[config.mk]
export PLATFORM = sky130hd
export DESIGN_NAME = sync_event_arb
export DESIGN_NICKNAME = d
export VERILOG_FILES = /design/src/rtl/sync_pkg.sv /design/src/rtl/sync_pulse.sv /design/src/rtl/sync_event_arb.sv
export SDC_FILE = /design/constraint.sdc
export NUM_CORES = 1
export LEC_CHECK = 0
export CAP_MARGIN = 10
export CELL_PAD_IN_SITES_DETAIL_PLACEMENT = 1
export CELL_PAD_IN_SITES_GLOBAL_PLACEMENT = 2
export CORE_UTILIZATION = 33
export DETAILED_ROUTE_END_ITERATION = 10
export GPL_ROUTABILITY_DRIVEN = 0
export PLACE_DENSITY_LB_ADDON = 0.05
export SYNTH_ARGS = -nofsm -noshare
export SYNTH_HDL_FRONTEND = slang
export SYNTH_SLANG_ARGS = --single-unit
[constraint.sdc]
create_clock -name clk_i -period 6.7 [get_ports clk_i]
set_input_delay 1.34 -clock clk_i [delete_from_list [all_inputs] [get_ports clk_i]]
set_output_delay 1.34 -clock clk_i [all_outputs]
set_load 0.02 [all_outputs]
[src/rtl/sync_pkg.sv]
// Shared types for the event synchronizer/arbiter.
// Latency: n/a (types only).
// Backpressure: n/a.
package sync_pkg;

    typedef enum logic {
        ARB_IDLE  = 1'b0,
        ARB_OFFER = 1'b1
    } sync_arb_state_e;

endpackage

[src/rtl/sync_pulse.sv]
// Level synchronizer + rising-edge detector producing a PULSE_WIDTH-cycle pulse.
// Latency: input high at edge 1 -> pulse_o high after edge SYNC_DEPTH.
// Backpressure: none; free-running, pulses cannot be stalled.
//
// Ports:
//   clk_i    clock
//   rst_ni   asynchronous active-low reset
//   d_i      asynchronous level input
//   pulse_o  pulse on each synchronized rising edge of d_i
module sync_pulse #(
    parameter int   PULSE_WIDTH = 1,
    parameter int   SYNC_DEPTH  = 2,
    parameter logic RST_VAL     = 1'b0
) (
    input  logic clk_i,
    input  logic rst_ni,
    input  logic d_i,
    output logic pulse_o
);

    localparam int CW = $clog2(PULSE_WIDTH + 1);

    logic [SYNC_DEPTH-1:0] sync_q, sync_d;
    logic                  prev_q, prev_d;
    logic [CW-1:0]         cnt_q, cnt_d;
    logic                  rise;

    always_comb begin
        sync_d = {sync_q[SYNC_DEPTH-2:0], d_i};
        prev_d = sync_q[SYNC_DEPTH-1];
        rise   = sync_q[SYNC_DEPTH-1] & ~prev_q;
        cnt_d  = cnt_q;
        // The edge cycle itself is the first pulse cycle; the counter covers the rest.
        if (rise) begin
            cnt_d = CW'(PULSE_WIDTH - 1);
        end else if (cnt_q != '0) begin
            cnt_d = cnt_q - CW'(1);
        end
    end

    assign pulse_o = rise | (cnt_q != '0);

    always_ff @(posedge clk_i or negedge rst_ni) begin
        if (!rst_ni) begin
            sync_q <= {SYNC_DEPTH{RST_VAL}};
            prev_q <= RST_VAL;
            cnt_q  <= '0;
        end else begin
            sync_q <= sync_d;
            prev_q <= prev_d;
            cnt_q  <= cnt_d;
        end
    end

endmodule

[src/rtl/sync_event_arb.sv]
// Synchronizes N_CH async event lines, latches them as pending and offers them round-robin.
// Latency: evt_i high at edge 1 -> pend_o after edge SYNC_DEPTH+1, evt_valid_o after SYNC_DEPTH+2.
// Backpressure: valid/ready; offer held until accepted, re-arrivals while pending are counted as lost.
//
// Ports:
//   clk_i, rst_ni        clock, asynchronous active-low reset
//   evt_i[N_CH]          async event lines (rising edge = event)
//   en_i[N_CH]           per-channel enable
//   evt_valid_o/_ready_i consumer handshake; evt_id_o is the offered channel
//   pend_o[N_CH]         pending flags
//   ovf_o[N_CH]          sticky lost-event flags, cleared by ovf_clr_i strobes
//   ovf_cnt_o            saturating total of lost events
module sync_event_arb
    import sync_pkg::*;
#(
    parameter int N_CH       = 4,
    parameter int SYNC_DEPTH = 2,
    parameter int OVF_CNT_W  = 8,
    localparam int IDW       = (N_CH > 1) ? $clog2(N_CH) : 1
) (
    input  logic                 clk_i,
    input  logic                 rst_ni,
    input  logic [N_CH-1:0]      evt_i,
    input  logic [N_CH-1:0]      en_i,
    output logic                 evt_valid_o,
    input  logic                 evt_ready_i,
    output logic [IDW-1:0]       evt_id_o,
    output logic [N_CH-1:0]      pend_o,
    output logic [N_CH-1:0]      ovf_o,
    input  logic [N_CH-1:0]      ovf_clr_i,
    output logic [OVF_CNT_W-1:0] ovf_cnt_o
);

    localparam int                 SW      = OVF_CNT_W + IDW + 1;
    localparam logic [OVF_CNT_W-1:0] CNT_MAX = {OVF_CNT_W{1'b1}};

    // Search starts just after the last served channel and wraps, so every
    // enabled pending channel is reached within N_CH grants.
    function automatic logic [IDW-1:0] rr_pick(input logic [N_CH-1:0] req,
                                               input logic [IDW-1:0]  last);
        logic [IDW-1:0] pick;
        logic [IDW-1:0] idx;
        logic           found;
        pick  = '0;
        found = 1'b0;
        for (int k = 1; k <= N_CH; k++) begin
            idx = IDW'((int'(last) + k) % N_CH);
            if (!found && req[idx]) begin
                pick  = idx;
                found = 1'b1;
            end
        end
        return pick;
    endfunction

    logic [N_CH-1:0] pe;

    for (genvar g = 0; g < N_CH; g++) begin : g_sync
        sync_pulse #(
            .PULSE_WIDTH (1),
            .SYNC_DEPTH  (SYNC_DEPTH),
            .RST_VAL     (1'b0)
        ) u_sync (
            .clk_i   (clk_i),
            .rst_ni  (rst_ni),
            .d_i     (evt_i[g]),
            .pulse_o (pe[g])
        );
    end

    sync_arb_state_e      state_q, state_d;
    logic                 valid_q, valid_d;
    logic [IDW-1:0]       id_q, id_d;
    logic [IDW-1:0]       last_q, last_d;
    logic [N_CH-1:0]      pend_q, pend_d;
    logic [N_CH-1:0]      ovf_q, ovf_d;
    logic [OVF_CNT_W-1:0] ovf_cnt_q, ovf_cnt_d;

    logic                 hs;
    logic [N_CH-1:0]      req;
    logic [N_CH-1:0]      clr_vec;
    logic [N_CH-1:0]      ovf_evt;
    logic [SW-1:0]        cnt_sum;

    always_comb begin
        hs  = (state_q == ARB_OFFER) & valid_q & evt_ready_i;
        req = pend_q & en_i;

        clr_vec = '0;
        for (int i = 0; i < N_CH; i++) begin
            clr_vec[i] = hs && (id_q == IDW'(i));
        end

        // A channel whose pending bit is being consumed this cycle can accept
        // a fresh event without it counting as lost.
        ovf_evt = pe & en_i & pend_q & ~clr_vec;
        pend_d  = (pend_q & ~clr_vec) | (pe & en_i);
        ovf_d   = (ovf_q & ~ovf_clr_i) | ovf_evt;

        cnt_sum = SW'(ovf_cnt_q) + SW'($countones(ovf_evt));
        if (cnt_sum > SW'(CNT_MAX)) begin
            ovf_cnt_d = CNT_MAX;
        end else begin
            ovf_cnt_d = cnt_sum[OVF_CNT_W-1:0];
        end
    end

    always_comb begin
        state_d = state_q;
        valid_d = valid_q;
        id_d    = id_q;
        last_d  = last_q;
        unique case (state_q)
            ARB_IDLE: begin
                if (req != '0) begin
                    id_d    = rr_pick(req, last_q);
                    valid_d = 1'b1;
                    state_d = ARB_OFFER;
                end
            end
            ARB_OFFER: begin
                // Offer is never withdrawn, even if the channel gets disabled.
                if (hs) begin
                    last_d  = id_q;
                    valid_d = 1'b0;
                    state_d = ARB_IDLE;
                end
            end
            default: begin
                state_d = ARB_IDLE;
                valid_d = 1'b0;
            end
        endcase
    end

    always_ff @(posedge clk_i or negedge rst_ni) begin
        if (!rst_ni) begin
            state_q   <= ARB_IDLE;
            valid_q   <= 1'b0;
            id_q      <= '0;
            last_q    <= IDW'(N_CH - 1);
            pend_q    <= '0;
            ovf_q     <= '0;
            ovf_cnt_q <= '0;
        end else begin
            state_q   <= state_d;
            valid_q   <= valid_d;
            id_q      <= id_d;
            last_q    <= last_d;
            pend_q    <= pend_d;
            ovf_q     <= ovf_d;
            ovf_cnt_q <= ovf_cnt_d;
        end
    end

    assign evt_valid_o = valid_q;
    assign evt_id_o    = id_q;
    assign pend_o      = pend_q;
    assign ovf_o       = ovf_q;
    assign ovf_cnt_o   = ovf_cnt_q;

endmodule

After elaboration in Yosys (flattened, before gate mapping)
Cells that the tools add are included.

cells by class
  $add $sub $neg = 12
  order comparisons = 5
  equality and inequality tests = 5
  muxes and demuxes = 36
  bitwise logic cells = 25
  reductions and logical operators = 15

operator list
  cell                                                            count
  two-way mux 1 bit                                               25
  bitwise AND 4 bit                                               6
  less-than comparator 2 x 3 -> 1 bit (second input constant)     4
  adder 8 x 3 -> 9 bit                                            1
  greater-than comparator 9 x 8 -> 1 bit (second input constant)  1
  binary-select mux 1 bit (select 2 bit)                          4
  two-way mux 2 bit                                               4
  two-way mux 8 bit                                               1
  inverter 4 bit                                                  2
  OR 4 bit                                                        2
  logical AND 1 bit                                               7
  bitwise AND 1 bit                                               6
  AND reduction 2 bit                                             3
  inverter 1 bit                                                  5
  adder 1 x 1 -> 2 bit                                            2
  adder 2 x 1 -> 2 bit (second input constant)                    2
  adder 2 bit (second input constant)                             2
  equality test 2 bit (second input constant)                     2
  OR 1 bit                                                        4
  one-hot mux 1 bit (2 select lines)                              2
  nonzero test 4 bit                                              1
  subtractor 1 bit (second input constant)                        4
  adder 2 x 2 -> 3 bit                                            1
  logical NOT 1 bit                                               3
  other kinds (4)                                                 4

word-level totals
  register bits = 38
  input port bits = 15
  output and inout port bits = 19
  word-level logic and storage cells = 117

Depth between registers and ports, before layout
Gate-level depths: netlist of run 1.

  depth after elaboration = 19
  gate-level depth with buffers = 11
  depth with buffers taken out = 11

By module
Synthesis of run 1 repeated with hierarchy kept, for this count alone.

second synthesis, totals
  cells, all modules = 121
  area total of the unflattened synthesis = 1421.4 um^2

by module, submodules not included
  module          times used  cells each  area an instance (um^2)
  sync_event_arb  1           105         1066.0
  sync_pulse      4           4           88.8

Least setup slack after synthesis of run 1
OpenSTA, ideal clock, no wires.

  kind = in2reg
  start = input port evt_ready_i
  end = register ovf_cnt_q[1], in the netlist ovf_cnt_o[1]
  library setup time = 124 ps
  arrival time = 3386 ps
  data required time = 6576 ps
  path slack = 3190 ps
  stages on the path = 11
  path through = nand4_2 -> nor2_1 -> nor4b_2 -> fa_1 -> inv_1 -> fa_1 -> inv_1 -> fa_1 -> and3_1 -> nand3_1 -> nand2b_1

between the ends
  word-level cells in the longest chain between the ends = 9
  elaborated cells between the ends (all ways) = 13
  classes of those cells = add/sub (4); order compare (1); mux (1); bitwise (3); reduce/logical (4)

RTL lines
  element                                         RTL line               source
  from (decl)                                     sync_event_arb.sv:26   input logic evt_ready_i,
  bitwise AND 1 bit (*)                           sync_event_arb.sv:86   hs = (state_q == ARB_OFFER) & valid_q & evt_ready_i;
  logical AND 1 bit                               sync_event_arb.sv:91   clr_vec[i] = hs && (id_q == IDW'(i));
  inverter 4 bit (*)                              sync_event_arb.sv:96   ovf_evt = pe & en_i & pend_q & ~clr_vec;
  bitwise AND 4 bit (*)                           sync_event_arb.sv:96
  adder 1 x 1 -> 2 bit (not written as such)      sync_event_arb.sv:100  cnt_sum = SW'(ovf_cnt_q) + SW'($countones(ovf_evt));
  adder 2 x 2 -> 3 bit (not written as such) (*)  sync_event_arb.sv:100
  adder 8 x 3 -> 9 bit (*)                        sync_event_arb.sv:100
  greater-than comparator 9 x 8 -> 1 bit          sync_event_arb.sv:101  if (cnt_sum > SW'(CNT_MAX)) begin
  two-way mux 8 bit (*)                           sync_event_arb.sv:101
  named net ovf_cnt_d[1]                          sync_event_arb.sv:77   logic [OVF_CNT_W-1:0] ovf_cnt_q, ovf_cnt_d;
  to (signal assigned)                            sync_event_arb.sv:152  ovf_cnt_q <= ovf_cnt_d;
  to (decl)                                       sync_event_arb.sv:77

The timed path passes the listed nets; every way through them passes the cells marked *.
A chain may end at the register's enable or synchronous reset.

Worst setup path after layout of run 1
Ends and elaborated chain as after synthesis.

==> metrics.md, run 1 <==
| Metric | Value |
|---|---|
| Status | complete, no violations |
| Most common cell after layout, fill and taps aside | sky130_fd_sc_hd__clkdlybuf4s50_1 |
| Fill cell total of the finished layout | 451 |
| Slew Limit Fails | 0 |
| Area growth from synthesis to final layout | 35.98% |
| Std-Cell Rows | 23 |
| Relative slew margins | between 70% and 80% |
| Sum of net half-perimeters after detailed placement | roughly 2400 µm |
| Register Area | 853.3 µm² |
| Share of the cycle needed by the critical path after routing | 61.71% |
| Count of mapped cells out of synthesis | 120 |
| Endpoints failing hold | 0 |
| Overall global routing resource usage | 16.57% |
| Per-cell routed wire length | roughly 15 µm |
| Final hold slack | 0.3511 ns |
| Clock latency reported for the late side of the worst-skew pair | 0.28 ns |
| Setup Skew | 0.003440 ns |
| Vias in the first global route | 1211 |
| Fraction of final layout cells sized beyond drive strength 1 | 11.11% |
| Post-CTS repair timing setup buffer count | 0 |
| Area of combinational cells with multiple inputs | roughly 530 µm² |
| Overall die height | 67.57 µm |
| Syn_nets | 139 |
| Final setup violation count | 0 |
| Floorplan die width | 67.57 µm |
| Worst-case clock buffer depth | 2 |
| Type of the worst setup path | input pin to flip-flop |
| Final routed wirelength across all metal layers | between 3000 and 4000 µm |
| Number of primary I/O pins | 34 |
| Maximum number of pins on one net before global-route repair | 35 |
| Number of design rule violations left after detail routing | 0 |
| Post-route core utilization | a little under half |
| TritonCTS clock tree | done |
| CTS HTree Levels | 2 |
| Power per cell area | 405.2 nW/µm² |
| Final total power | 781.8 µW |
| Worst-path maximum fanout | 6 |
| Nature of the critical path endpoint | flip-flop |
| Quantity of I/O buffers inserted on ports | 33 |
| Worst voltage drop across the vdd grid | 0.1611 mV |
| YS warnings | 0 |
| Share of Yosys cell area claimed by the top area cell type | 56.44% |
| Most used cells in the layout excluding fill and tap cells | 33 x sky130_fd_sc_hd__clkdlybuf4s50_1, 32 x sky130_fd_sc_hd__dfrtp_1, 14 x sky130_fd_sc_hd__nand2_1 |
| Via count | ~1100 |
| Starting density of the core | a little over a third |
| CORE AREA | 4058 µm² |
| Average vias per placed instance | 5.071 |
| CTS Sinks | 34 |
| Number of maximum-capacitance violations | 0 |
| FF+latch count, synth | 34 |
| Fraction of the yosys area taken by sequential cells | about three fifths |
| Post-synthesis cell type count | 41 |
| Floorplan die area | 4566 µm² |
| Total of hold buffers inserted after clock tree synthesis | 0 |
| Top cells by area in the synthesized netlist | sky130_fd_sc_hd__dfrtp_1 56%, sky130_fd_sc_hd__fa_1 4.2%, sky130_fd_sc_hd__dfstp_2 3.7% |
| Total grt overflow | 0 |
| TNS Setup | 0 ns |
| CTS Buf Count | 5 |
| Post-CTS resize count | 0 |
| Ant diodes | 0 |
| Critical path data arrival time | 4.35 ns |
| Detailed-router iteration count before antenna repair | 2 |
| Final ANT Viol Nets | 0 |
| Class of the tightest hold or removal check | flip-flop to flip-flop |
| Cell type with the largest total area after synthesis | sky130_fd_sc_hd__dfrtp_1 |
| Max frequency | roughly 0.24 GHz |
| Unrepaired setup endpoints after global routing | false |
| Critical path launch point type | input pin |
| Antenna violations before repair | 0 |
| Global-route wire length before repair | 5444 µm |
| Iteration-0 DRC Markers | 31 |
| Actual transition at the worst max-transition pin | 0.4405 ns |
| Post-Syn Area | 1419 µm² |
| Time the final worst path needs with I/O delays and setup | between 4 and 5 ns |
| Worst EP required | 6.91 ns |
| Root buffer cell | sky130_fd_sc_hd__clkbuf_8 |
| Leak Pwr | roughly 0.84 nW |
| Clk slew on worst S/H paths | 0.07 ns |
| Final net count | 180 |
| Mean instance size in the synthesized netlist | 11.82 µm² |
-- report_power, final --
part           internal (mW)  switching (mW)
clock                  0.104          0.0724
sequential             0.262          0.0642
combinational          0.136           0.143
total                  0.502           0.279
-- synth_stat cells --
cell and number:
sky130_fd_sc_hd__dfrtp_1 32, sky130_fd_sc_hd__nand2_1 14, sky130_fd_sc_hd__inv_1 9, sky130_fd_sc_hd__o21ai_0 6
sky130_fd_sc_hd__nor2_1 5, sky130_fd_sc_hd__a21oi_1 3, sky130_fd_sc_hd__and3_1 3, sky130_fd_sc_hd__fa_1 3
sky130_fd_sc_hd__nand3_1 3, sky130_fd_sc_hd__xor2_1 3, sky130_fd_sc_hd__and2_1 2, sky130_fd_sc_hd__dfstp_2 2
sky130_fd_sc_hd__nand2b_1 2, sky130_fd_sc_hd__nand3b_1 2, sky130_fd_sc_hd__nor2b_1 2, sky130_fd_sc_hd__nor3_1 2
sky130_fd_sc_hd__o22ai_1 2, sky130_fd_sc_hd__o31ai_2 2, sky130_fd_sc_hd__a211oi_1 1, sky130_fd_sc_hd__a21o_1 1
sky130_fd_sc_hd__a221oi_1 1, sky130_fd_sc_hd__a22o_1 1, sky130_fd_sc_hd__a22oi_1 1, sky130_fd_sc_hd__a31oi_1 1
sky130_fd_sc_hd__ha_1 1, sky130_fd_sc_hd__mux2i_1 1, sky130_fd_sc_hd__nand3_2 1, sky130_fd_sc_hd__nand4_1 1
sky130_fd_sc_hd__nand4_2 1, sky130_fd_sc_hd__nand4b_1 1, sky130_fd_sc_hd__nor4b_2 1, sky130_fd_sc_hd__o2111ai_1 1
sky130_fd_sc_hd__o21a_1 1, sky130_fd_sc_hd__o21ai_1 1, sky130_fd_sc_hd__o21ai_2 1, sky130_fd_sc_hd__o2bb2ai_1 1
sky130_fd_sc_hd__o31ai_1 1, sky130_fd_sc_hd__or2_1 1, sky130_fd_sc_hd__or2_2 1, sky130_fd_sc_hd__or3_1 1
sky130_fd_sc_hd__xnor2_1 1
-- cell families after synthesis --
logic type	Yosys count	synth area share (%)
AOI/OAI and AO/OA	25	12.35
muxes	1	0.7055
DFF	34	60.14
xor gates and xnor gates	4	2.470
and+or+nand+nor	43	16.84
adders and majority gates	4	5.115
buffers and inverters	9	2.381
-- area by class of cell --
type	count	share of cell area, %
Clock buffer	8	5.707
Inverter	9	1.751
Multi-Input combinational cell	77	27.56
Sequential cell	34	44.23
Tap cell	50	3.243
Timing Repair Buffer	34	17.51
-- registers in the layout, summed over array words and instances (netlist names) --
name / cells
state_q: 1
ovf_o: 4
pend_o: 4
last_q: 2
evt_valid_o: 1
g_sync.u_sync.sync_q: 8
ovf_cnt_o: 8
g_sync.u_sync.prev_q: 4
evt_id_o: 2
-- per-layer routing --
metal	part of all wire (%)	routed length, µm	up-vias	GRT usage (%)
met5	0	0	-	0
met4	2.2	70	0	7.713
met3	4.8	154	8	5.743
met2	50	1602	27	27.35
met1	43	1389	545	19.06
li1	-	-	495	-
-- final timing paths --
kind                                                 startpoint                                    to  slack [ns]  depth (start not counted)
min                        g_sync[1].u_sync.sync_q[0]$_DFF_PN0_  g_sync[1].u_sync.sync_q[1]$_DFF_PN0_        0.35                          0
min reg2reg                g_sync[1].u_sync.sync_q[0]$_DFF_PN0_  g_sync[1].u_sync.sync_q[1]$_DFF_PN0_        0.35                          0
max reg2reg                                   state_q$_DFF_PN0_                ovf_cnt_o[1]$_DFF_PN0_        3.64                         11
max in group asynchronous                                rst_ni                 last_q[1]$_DFFE_PN1P_        4.89                          2
min in group asynchronous                                rst_ni                    ovf_o[1]$_DFF_PN0_        1.47                          2
max                                                 evt_ready_i                ovf_cnt_o[1]$_DFF_PN0_        2.57                         12
-- metrics by stage --
step	instance area (µm²)	setup slack, ns	std cells
2_1_floorplan	1419	3.190	120
3_3_place_gp	1819	2.380	204
3_5_place_dp	1819	2.248	204
4_1_cts	1929	2.557	212
5_1_grt	1929	2.358	212
6_report	1929	2.565	212
-- worst max-delay path, cell delays in order --
cell and delay [ns]:
sky130_fd_sc_hd__clkdlybuf4s50_1 0.52, sky130_fd_sc_hd__nand3_2 0.16, sky130_fd_sc_hd__o31ai_2 0.35, sky130_fd_sc_hd__nor2_1 0.12
sky130_fd_sc_hd__fa_1 0.49, sky130_fd_sc_hd__inv_1 0.05, sky130_fd_sc_hd__fa_1 0.41, sky130_fd_sc_hd__inv_1 0.08
sky130_fd_sc_hd__fa_1 0.25, sky130_fd_sc_hd__and3_1 0.23, sky130_fd_sc_hd__nand3_1 0.21, sky130_fd_sc_hd__nand2b_1 0.13
(Power assumes the default switching activity.)
==> inputs of run 2 (changes only) <==
--- a/config.mk
+++ b/config.mk
@@ -8,7 +8,7 @@
 export CAP_MARGIN = 10
 export CELL_PAD_IN_SITES_DETAIL_PLACEMENT = 1
 export CELL_PAD_IN_SITES_GLOBAL_PLACEMENT = 2
-export CORE_UTILIZATION = 33
+export CORE_UTILIZATION = 31
 export DETAILED_ROUTE_END_ITERATION = 10
 export GPL_ROUTABILITY_DRIVEN = 0
 export PLACE_DENSITY_LB_ADDON = 0.05
==> constraint.sdc (replaced) <==
create_clock -name clk_i -period 4.2 [get_ports clk_i]
set_input_delay 0.84 -clock clk_i [delete_from_list [all_inputs] [get_ports clk_i]]
set_output_delay 0.84 -clock clk_i [all_outputs]
set_load 0.02 [all_outputs]
==> run 2 against run 1 <==
  * Wire length is 2.0% lower
  * Sequential power increased by 60%
  * Power is 54% higher
  * Sequential share of layout area increased by 0.38 points
  * Cell count grew 0.94%
  * Final area is 0.84% lower
  * Setup slack got worse by 2.0 ns
==> metrics.md, run 2 (synthesis results as in run 1) <==
| Metric | Value |
|---|---|
| Global-route wire length before repair | 5437 µm (-0.13%) |
| Relative slew margins | 70.68% (about the same) |
| TNS Setup | 0 ns (unchanged) |
| Most used cells in the layout excluding fill and tap cells | 33 x sky130_fd_sc_hd__clkdlybuf4s50_1, 32 x sky130_fd_sc_hd__dfrtp_1, 14 x sky130_fd_sc_hd__nand2_1 |
| Post-CTS repair timing setup buffer count | 0 (unchanged) |
| Max frequency | ~0.28 GHz |
| Quantity of I/O buffers inserted on ports | 33 (unchanged) |
| Via count | 1065 (-0.93%) |
| Proportion of power drawn by combinational gates | 36.5% (+0.8 points) |
| Worst EP required | 4.41 ns (-2.50 ns) |
| Slew Limit Fails | 0 (unchanged) |
| Share of the cycle needed by the critical path after routing | roughly 85% |
| Average vias per placed instance | 4.977 (-1.9%) |
| Maximum number of pins on one net before global-route repair | 35 (unchanged) |
| Ant diodes | 0 (unchanged) |
| Worst-path maximum fanout | 6 (unchanged) |
| Std-Cell Rows | 24 (+4.3%) |
| Iteration-0 DRC Markers | 27 (-13%) |
| Sum of net half-perimeters after detailed placement | 2270 µm (-4.6%) |
| CTS Sinks | 34 (unchanged) |
| Type of the worst setup path | input pin to flip-flop |
| Setup Skew | 0.008637 ns (+0.005197 ns) |
| Final routed wirelength across all metal layers | 3153 µm (-2.0%) |
| Fraction of final layout cells sized beyond drive strength 1 | 10.49% (-0.62 points) |
| Class of the tightest hold or removal check | flip-flop to flip-flop |
| Starting density of the core | 32.36% (-2.6 points) |
| Root buffer cell | sky130_fd_sc_hd__clkbuf_8 |
| Overall die height | 69.66 µm (+3.1%) |
| Worst voltage drop across the vdd grid | 0.2567 mV (+59%) |
| Number of design rule violations left after detail routing | 0 (unchanged) |
| Actual transition at the worst max-transition pin | 0.4398 ns (-0.0007017 ns) |
| Cell mode on critical path | sky130_fd_sc_hd__fa_1 |
| Detailed-router iteration count before antenna repair | 4 (+2) |
| CTS Buf Count | 5 (unchanged) |
| Post-route core utilization | 43.64% (-3.9 points) |
| Final ANT Viol Nets | 0 (unchanged) |
| Overall global routing resource usage | 14.55% (-2.0 points) |
| Slowest library cell on the worst path | sky130_fd_sc_hd__clkdlybuf4s50_1 |
| Crit path max-delay family | adder cells |
| Final net count | 180 (unchanged) |
| Register Area | 853.3 µm² (unchanged) |
| CORE AREA | 4384 µm² (+8.0%) |
| Internal power | 766.9 µW (+53%) |
| Area growth from synthesis to final layout | 34.83% |
| Final setup violation count | 0 (unchanged) |
| Fill cell total of the finished layout | 496 (+10%) |
| Global routing usage on met3 | 4.651% (-1.1 points) |
| Status | complete, no violations |
| TritonCTS clock tree | done |
| CTS HTree Levels | 2 (unchanged) |
| Switching fraction of total power | 36.42% (+0.70 points) |
| Total buffers and inverters traversed by the critical path | 3 (unchanged) |
| Floorplan die width | 69.66 µm (+3.1%) |
| Power per cell area | 630.5 nW/µm² (+56%) |
| Critical path launch point type | input pin |
| Number of primary I/O pins | 34 (unchanged) |
| Worst-case clock buffer depth | 2 (unchanged) |
| Critical path data arrival time | 3.80 ns (-0.55 ns) |
| Clock share of power | 20.2% (-2.3 points) |
| Register share of total power | 43.3% (+1.5 points) |
| Most common cell after layout, fill and taps aside | sky130_fd_sc_hd__clkdlybuf4s50_1 |
| Post-CTS resize count | 0 (unchanged) |
| Layer with the highest usage | met2 |
| Area of combinational cells with multiple inputs | 531.8 µm² (unchanged) |
| Vias in the first global route | 1185 (-2.1%) |
| Per-cell routed wire length | 14.73 µm (-2.9%) |
| Met2 usage | 24.27% (-3.1 points) |
| Biggest cell delay along the critical path | 0.52 ns (about the same) |
| Nature of the critical path endpoint | flip-flop |
| Total of hold buffers inserted after clock tree synthesis | 0 (unchanged) |
| Worst path cell trace | clkdlybuf4s50_1 -> nand3_2 -> o31ai_2 -> nor2_1 -> fa_1 -> inv_1 -> fa_1 -> inv_1 -> fa_1 -> and3_1 -> nand3_1 -> nand2b_1 |
| Total grt overflow | 0 (unchanged) |
| Leak Pwr | 0.8341 nW (-1.1%) |
| Sw Pwr | 439.3 µW (+57%) |
| Clock latency reported for the late side of the worst-skew pair | 0.28 ns (about the same) |
| Time the final worst path needs with I/O delays and setup | around 3.6 ns |
| Endpoints failing hold | 0 (unchanged) |
| Unrepaired setup endpoints after global routing | false |
| Number of maximum-capacitance violations | 0 (unchanged) |
| Antenna violations before repair | 0 (unchanged) |
| Clk slew on worst S/H paths | 0.07 ns (about the same) |
| Global-route met1 utilization | 17.23% (-1.8 points) |
| Floorplan die area | 4852 µm² (+6.3%) |
-- run 2: cell count changes in the layout (fill, tap and decap cells not counted) --
cell / change
sky130_fd_sc_hd__clkinv_2: +1
sky130_fd_sc_hd__clkbuf_1: +1
sky130_fd_sc_hd__clkbuf_8: -2
-- run 2: metal layers --
metal | vias to the layer above | wire length [µm] | share of wire, %
met2 | 27 | 1545 | 49
li1 | 497 | - | -
met4 | 0 | 63 | 2.0
met3 | 8 | 147 | 4.7
met1 | 533 | 1396 | 44
met5 | - | 0 | 0
-- run 2: final timing paths --
kind / to / startpoint / slack, ns / cells after the start
max: ovf_cnt_o[1]$_DFF_PN0_ / evt_ready_i / 0.61 / 12
min: g_sync[1].u_sync.sync_q[1]$_DFF_PN0_ / g_sync[1].u_sync.sync_q[0]$_DFF_PN0_ / 0.35 / 0
max reg2reg: ovf_cnt_o[1]$_DFF_PN0_ / state_q$_DFF_PN0_ / 1.19 / 11
min reg2reg: g_sync[1].u_sync.sync_q[1]$_DFF_PN0_ / g_sync[1].u_sync.sync_q[0]$_DFF_PN0_ / 0.35 / 0
max in group asynchronous: last_q[0]$_DFFE_PN1P_ / rst_ni / 2.89 / 2
min in group asynchronous: evt_valid_o$_DFFE_PN0P_ / rst_ni / 0.97 / 2
-- run 2: area by class of cell --
| type | instances | area share [%] |
|---|---|---|
| multi-input combinational | 77 | 27.80 |
| tap | 52 | 3.401 |
| clock buffer | 7 | 4.513 |
| clock inverter | 1 | 0.2616 |
| inverter | 9 | 1.766 |
| sequential | 34 | 44.60 |
| timing repair buffer | 34 | 17.66 |
-- run 2: power groups by stage --
stage	clock network, mW	logic [mW]	registers, mW
2_1_floorplan	0	0.169	0.585
4_1_cts	0.256	0.447	0.524
5_1_grt	0.270	0.481	0.539
6_report	0.244	0.440	0.522
3_5_place_dp	0	0.444	0.529
3_3_place_gp	0	0.438	0.525
-- run 2: stage by stage --
| step | setup WS [ns] | area [µm²] | std cells | hold slack [ns] | total power [mW] |
|---|---|---|---|---|---|
| 2_1_floorplan | 1.190 | 1419 | 120 | 0.3312 | 0.7539 |
| 3_3_place_gp | 0.3598 | 1822 | 206 | 0.3356 | 0.9624 |
| 3_5_place_dp | 0.2910 | 1822 | 206 | 0.3381 | 0.9727 |
| 4_1_cts | 0.5853 | 1913 | 214 | 0.3538 | 1.227 |
| 5_1_grt | 0.4055 | 1913 | 214 | 0.3603 | 1.290 |
| 6_report | 0.6134 | 1913 | 214 | 0.3502 | 1.206 |
==> inputs of run 3 (changes only) <==
--- a/config.mk
+++ b/config.mk
@@ -5,7 +5,7 @@
 export SDC_FILE = /design/constraint.sdc
 export NUM_CORES = 1
 export LEC_CHECK = 0
-export CAP_MARGIN = 10
+export CAP_MARGIN = 20
 export CELL_PAD_IN_SITES_DETAIL_PLACEMENT = 1
 export CELL_PAD_IN_SITES_GLOBAL_PLACEMENT = 2
 export CORE_UTILIZATION = 31
==> constraint.sdc (replaced) <==
create_clock -name clk_i -period 3.8 [get_ports clk_i]
set_input_delay 0.76 -clock clk_i [delete_from_list [all_inputs] [get_ports clk_i]]
set_output_delay 0.76 -clock clk_i [all_outputs]
set_load 0.02 [all_outputs]
==> run 3 against run 2 <==
  * Non-clock buffer count rose by 2
  * First-iteration DRC count rose to 3.0 times the previous value
  * Final area rose by 0.98%
  * Sequential power rose by 10%
  * Via count rose by 1.1%
  * Largest cell class unchanged
==> metrics.md, run 3 (synthesis results as in run 1) <==
| Metric | Value |
|---|---|
| Ant diodes | 0 (unchanged) |
| R2R Path End | ovf_cnt_o[1]$_DFF_PN0_ |
| Via count | 1077 (+1.1%) |
| Area of combinational cells with multiple inputs | 531.8 µm² (unchanged) |
| Vias in the first global route | 1167 (-1.5%) |
| Actual transition at the worst max-transition pin | 0.4386 ns (-0.001205 ns) |
| Slew Limit Fails | 0 (unchanged) |
| Fraction of final layout cells sized beyond drive strength 1 | 12.20% (+1.7 points) |
| Class of the tightest hold or removal check | flip-flop to flip-flop |
| Worst-case clock buffer depth | 2 (unchanged) |
| Post-route setup slack | 0.3643 ns (-0.2491 ns) |
| Power per cell area | 700.4 nW/µm² (+11%) |
| Area growth from synthesis to final layout | 36.15% |
| Most used cells in the layout excluding fill and tap cells | 33 x sky130_fd_sc_hd__clkdlybuf4s50_1, 32 x sky130_fd_sc_hd__dfrtp_1, 14 x sky130_fd_sc_hd__nand2_1 |
| Post-CTS resize count | 0 (unchanged) |
| Worst path cell trace | clkdlybuf4s50_1 -> nand3_2 -> o31ai_2 -> nor2_1 -> fa_1 -> inv_1 -> fa_1 -> inv_1 -> fa_1 -> and3_1 -> nand3_1 -> nand2b_1 |
| R2r startpoint | state_q$_DFF_PN0_ |
| Final setup violation count | 0 (unchanged) |
| Floorplan die area | 4852 µm² (unchanged) |
| CTS Sinks | 34 (unchanged) |
| Std-Cell Rows | 24 (unchanged) |
| Maximum number of pins on one net before global-route repair | 35 (unchanged) |
| Sum of net half-perimeters after detailed placement | 2372 µm (+4.5%) |
| Post-CTS repair timing setup buffer count | 0 (unchanged) |
| Number of cells traversed by the worst hold path | 0 (unchanged) |
| Final ANT Viol Nets | 0 (unchanged) |
| Starting density of the core | 32.36% (unchanged) |
| Critical path data arrival time | 3.66 ns (-0.14 ns) |
| Endpoints failing hold | 0 (unchanged) |
| Detailed-router iteration count before antenna repair | 4 (unchanged) |
| Overall global routing resource usage | 14.85% (+0.30 points) |
| Flop-to-flop setup slack | 0.86 ns (-0.33 ns) |
| TNS Setup | 0 ns (unchanged) |
| Average vias per placed instance | 4.986 (+0.19%) |
| Iteration-0 DRC Markers | 80 (+200%) |
| Final design instance area without fill | 1932 µm² (+0.98%) |
| Total grt overflow | 0 (unchanged) |
| Overall die height | 69.66 µm (unchanged) |
| Final net count | 182 (+1.1%) |
| Fill cell total of the finished layout | 476 (-4.0%) |
| Total buffers and inverters traversed by the critical path | 3 (unchanged) |
| Share of the cycle needed by the critical path after routing | between 90 and 100% |
| Quantity of I/O buffers inserted on ports | 33 (unchanged) |
| Number of maximum-capacitance violations | 0 (unchanged) |
| Number of design rule violations left after detail routing | 0 (unchanged) |
| Final routed wirelength across all metal layers | 3237 µm (+2.7%) |
| Antenna violations before repair | 0 (unchanged) |
| TritonCTS clock tree | done |
| Time the final worst path needs with I/O delays and setup | 3.436 ns |
| Critical path launch point type | input pin |
| Global-route wire length before repair | 5506 µm (+1.3%) |
| Crit path max-delay family | adder cells |
| Worst setup timing slack at the placement stage | 0.05205 ns (-0.2390 ns) |
| Most common cell after layout, fill and taps aside | sky130_fd_sc_hd__clkdlybuf4s50_1 |
| Slowest library cell on the worst path | sky130_fd_sc_hd__clkdlybuf4s50_1 |
| Reg2reg path depth | 11 (unchanged) |
| CORE AREA | 4384 µm² (unchanged) |
| Number of cells in the finished layout apart from fillers | 216 (+0.93%) |
| Cell mode on critical path | sky130_fd_sc_hd__fa_1 |
| Total of hold buffers inserted after clock tree synthesis | 0 (unchanged) |
| Clock latency reported for the late side of the worst-skew pair | 0.29 ns (about the same) |
| CTS HTree Levels | 2 (unchanged) |
| Per-cell routed wire length | 14.99 µm (+1.7%) |
| Setup Skew | 0.008417 ns (-0.0002196 ns) |
| Root buffer cell | sky130_fd_sc_hd__clkbuf_8 |
| Biggest cell delay along the critical path | 0.52 ns (about the same) |
| Worst voltage drop across the vdd grid | 0.2924 mV (+14%) |
| Clk slew on worst S/H paths | 0.08 ns (about the same) |
| Nature of the critical path endpoint | flip-flop |
| CTS Buf Count | 5 (unchanged) |
| Worst-path maximum fanout | 6 (unchanged) |
| Leak Pwr | 0.8421 nW (+0.95%) |
| Relative slew margins | 70.76% (+0.080 points) |
| Stages on the worst setup path | 12 (unchanged) |
| Status | complete, no violations |
| Post-placement cell count | 208 (+0.97%) |
| Worst EP required | 4.02 ns (-0.39 ns) |
| Floorplan die width | 69.66 µm (unchanged) |
| Unrepaired setup endpoints after global routing | false |
| Hold Crit Endpoint | g_sync[2].u_sync.sync_q[1]$_DFF_PN0_ |
| Number of primary I/O pins | 34 (unchanged) |
| Hold Path Origin | g_sync[2].u_sync.sync_q[0]$_DFF_PN0_ |
| Max frequency | 0.2911 GHz |
| Type of the worst setup path | input pin to flip-flop |
| Register Area | 853.3 µm² (unchanged) |
| Placed cell area | 1837 µm² (+0.82%) |
==> run 3: per-layer routing <==
| metal | up-vias | wire [µm] | global-route usage, % |
|---|---|---|---|
| li1 | 501 | - | - |
| met1 | 548 | 1426 | 18.33 |
| met2 | 24 | 1623 | 24.06 |
| met3 | 4 | 149 | 4.797 |
| met4 | 0 | 38 | 6.000 |
| met5 | - | 0 | 0 |
==> run 3: power breakdown <==
| part | switching [mW] | total [mW] | internal [mW] |
|---|---|---|---|
| combinational | 0.249 | 0.493 | 0.244 |
| sequential | 0.112 | 0.574 | 0.462 |
| clock | 0.140 | 0.286 | 0.146 |
| total | 0.500 | 1.35 | 0.853 |
==> run 3: cell type report <==
type / instances / share of cell area, %
repair buffers: 36 / 18.26
flip-flops and latches: 34 / 44.17
multi-input cells: 77 / 27.53
inverters: 9 / 1.749
clock buffers: 6 / 4.275
well taps: 52 / 3.368
clock inverters: 2 / 0.6477
==> run 3: through the flow <==
stage / hold slack [ns] / power (mW) / util, %
final: 0.3483 / 1.353 / 44.06
after global routing: 0.3608 / 1.446 / 44.06
after CTS: 0.3525 / 1.376 / 44.06
after detailed placement: 0.3358 / 1.081 / 41.89
after global placement: 0.3358 / 1.071 / 41.89
after floorplan: 0.3312 / 0.8333 / -
==> run 3: worst max path at each step <==
stage	start	endpoint	slack, ns
global placement	evt_ready_i	ovf_cnt_o[0]$_DFF_PN0_	0.13
floorplan	evt_ready_i	ovf_cnt_o[1]$_DFF_PN0_	0.87
global route	evt_ready_i	ovf_cnt_o[1]$_DFF_PN0_	0.18
CTS	evt_ready_i	ovf_cnt_o[1]$_DFF_PN0_	0.35
finish	evt_ready_i	ovf_cnt_o[1]$_DFF_PN0_	0.36
detailed placement	evt_ready_i	ovf_cnt_o[1]$_DFF_PN0_	0.05
==> RTL edit, RTL diff (config.mk and constraints of run 3) <==
`RST_VAL` is set to 1'b0 in 2 places; all go to 1'b1.
--- a/src/rtl/sync_pulse.sv
+++ b/src/rtl/sync_pulse.sv
@@ -10,7 +10,7 @@
 module sync_pulse #(
     parameter int   PULSE_WIDTH = 1,
     parameter int   SYNC_DEPTH  = 2,
-    parameter logic RST_VAL     = 1'b0
+    parameter logic RST_VAL     = 1'b1
 ) (
     input  logic clk_i,
     input  logic rst_ni,
--- a/src/rtl/sync_event_arb.sv
+++ b/src/rtl/sync_event_arb.sv
@@ -59,7 +59,7 @@
         sync_pulse #(
             .PULSE_WIDTH (1),
             .SYNC_DEPTH  (SYNC_DEPTH),
-            .RST_VAL     (1'b0)
+            .RST_VAL     (1'b1)
         ) u_sync (
             .clk_i   (clk_i),
             .rst_ni  (rst_ni),
Function: changed (Yosys sat finds a counterexample within 4 cycles, from zero or initial values and one cycle with rst_ni low).
==> RTL edit against run 3 <==
Utilization rose by 0.27 points; count of clock-buffer cells in the layout down 1; via count down 1.7%; sequential cell count is the same; power decreased by 1.1%; area after synthesis is 1.1% higher; synthesized cell count unchanged; final cell count is 0.93% higher; critical path depth unchanged; clock skew down 0.0048 ns; routed wire length decreased by 2.3%; setup slack improved by 0.0028 ns; final area grew 1.3%; critical path type unchanged; largest cell class unchanged.
==> RTL edit: results (changes against run 3) <==
stage;metric;value;unit;change
outcome;status;finished clean;;
placed_design;portBuffers;33;;unchanged
synth;ys_warn_count;0;;unchanged
cells_and_area;layout.nets;184;;+1.1%
synth;synth_mux_area_frac;0.00698;;-0.0000739
routing;firstDrtPassIters;4;;unchanged
sta;skew;0.00362;ns;-0.00479 ns
pwr;cellLeakagePower;0.835;nW;-0.86%
global_routing;grt_pass1_wl;5590;um;+1.5%
clocking;clkLatencyLatePin;0.28;ns;
routing;wire_per_inst;14.5;um;-3.2%
global_routing;grtUsageTotal;0.150;;+0.00103
sta;setup_tns;0;ns;unchanged
global_routing;antenna_found_initial;0;;unchanged
synth;synth-seq-cells;34;;unchanged
critical_path;max_stage_delay;0.52;ns;about the same
synth;ys_top_cells_by_area;dfrtp_1 (35%), dfstp_2 (26%), fa_1 (4.2%);;
routing;wl_met3;138;um;-7.4%
cells_and_area;antenna_cells;0;;unchanged
clocking;clockRootBuffer;clkbuf_8;;
routing;routed.top_layer;met4;;
synth;synthAdderAreaFrac;0.0506;;-0.000536
routing;wl_met1;1390;um;-2.9%
sta;slew_headroom;0.709;;+0.000893
critical_path;critPathTopFamily;adder cells;;
global_routing;grt_use_met3;0.0433;;-0.00468
clocking;htree_num_levels;2;;unchanged
pwr;p_sw_frac;0.371;;+0.000775
clocking;post_cts_buffers;0;;unchanged
pwr;p_seq;0.000580;W;+1%
synth;synth_xor_area_frac;0.0244;;-0.000259
critical_path;crit_arrival;3.65;ns;about the same
pwr;max-vdd-ir-drop;0.000277;V;-5.2%
clocking;clock_path_buffers;2;;unchanged
routing;drt_iter0_markers;42;;-48%
min_path;hold_path.class;reg2reg;;
synth;synthArstFlopShare;1.00;;unchanged
synth;synth_compound_area_frac;0.122;;-0.00129
global_routing;use_met2;0.259;;+0.0180
synth;yosys-top-cells-count;dfrtp_1 (20), dfstp_2 (14), nand2_1 (14);;
global_routing;grt_max_degree;35;;unchanged
synth;ys_types;41;;unchanged
clocking;post_cts_resize_count;0;;unchanged
global_routing;grt_pass1_vias;1126;;-3.5%
pwr;p_comb;0.000493;W;about the same
cells_and_area;drive_above_1_share;0.205;;+0.0829
routing;viasPerCell;4.86;;-2.6%
pwr;p_switching;0.000496;W;-0.89%
routing;wl_met2;1600;um;-1.5%
placed_design;hpwl;2350;um;-0.89%
clocking;numCtsBuffers;5;;unchanged
clocking;clk_pin_slew_worst_paths;0.07;ns;
critical_path;cp_slowest_cell;clkdlybuf4s50_1;;
synth;ys_seq_area_frac;0.606;;+0.00417
global_routing;grt_util_met1;0.179;;-0.00443
RTL edit: logic make-up after synthesis:
group	count (synthesis)
XOR/XNOR	4
flip-flops	34
adder cells (fa/ha/maj)	4
AO/OA/AOI/OAI	25
buffers and inverters	9
AND/OR/NAND/NOR	43
multiplexers	1
RTL edit: final timing paths:
kind	start	endpoint	slack, ns	cells past startpoint
worst max-delay path	evt_ready_i	ovf_cnt_o[1]$_DFF_PN0_	0.37	12
worst min-delay path	g_sync[2].u_sync.sync_q[0]$_DFF_PN1_	g_sync[2].u_sync.sync_q[1]$_DFF_PN1_	0.36	0
worst max register to register	state_q$_DFF_PN0_	ovf_cnt_o[1]$_DFF_PN0_	0.88	11
worst min register to register	g_sync[2].u_sync.sync_q[0]$_DFF_PN1_	g_sync[2].u_sync.sync_q[1]$_DFF_PN1_	0.36	0
max in group asynchronous	rst_ni	g_sync[2].u_sync.prev_q$_DFF_PN1_	2.57	2
min in group asynchronous	rst_ni	pend_o[3]$_DFF_PN0_	0.88	2
RTL edit: layout make-up:
cell class	count	area, sq um
clock buffer	5	68.8
clock inverter	3	21.3
fill	480	2460
inverter	9	33.8
multi-input combinational	77	532
sequential	34	868
tap	52	65.1
timing repair buffer	38	368
RTL edit: per-stage QoR:
| step | worst slack (ns) | instance area, sq um | hold WS, ns | cells |
|---|---|---|---|---|
| 5_1_grt | 0.166 | 1960 | 0.362 | 218 |
| 6_report | 0.367 | 1960 | 0.357 | 218 |
| 3_5_place_dp | 0.0595 | 1870 | 0.347 | 210 |
| 3_3_place_gp | 0.138 | 1870 | 0.346 | 210 |
| 4_1_cts | 0.352 | 1960 | 0.359 | 218 |
| 2_1_floorplan | 0.870 | 1430 | 0.345 | 120 |
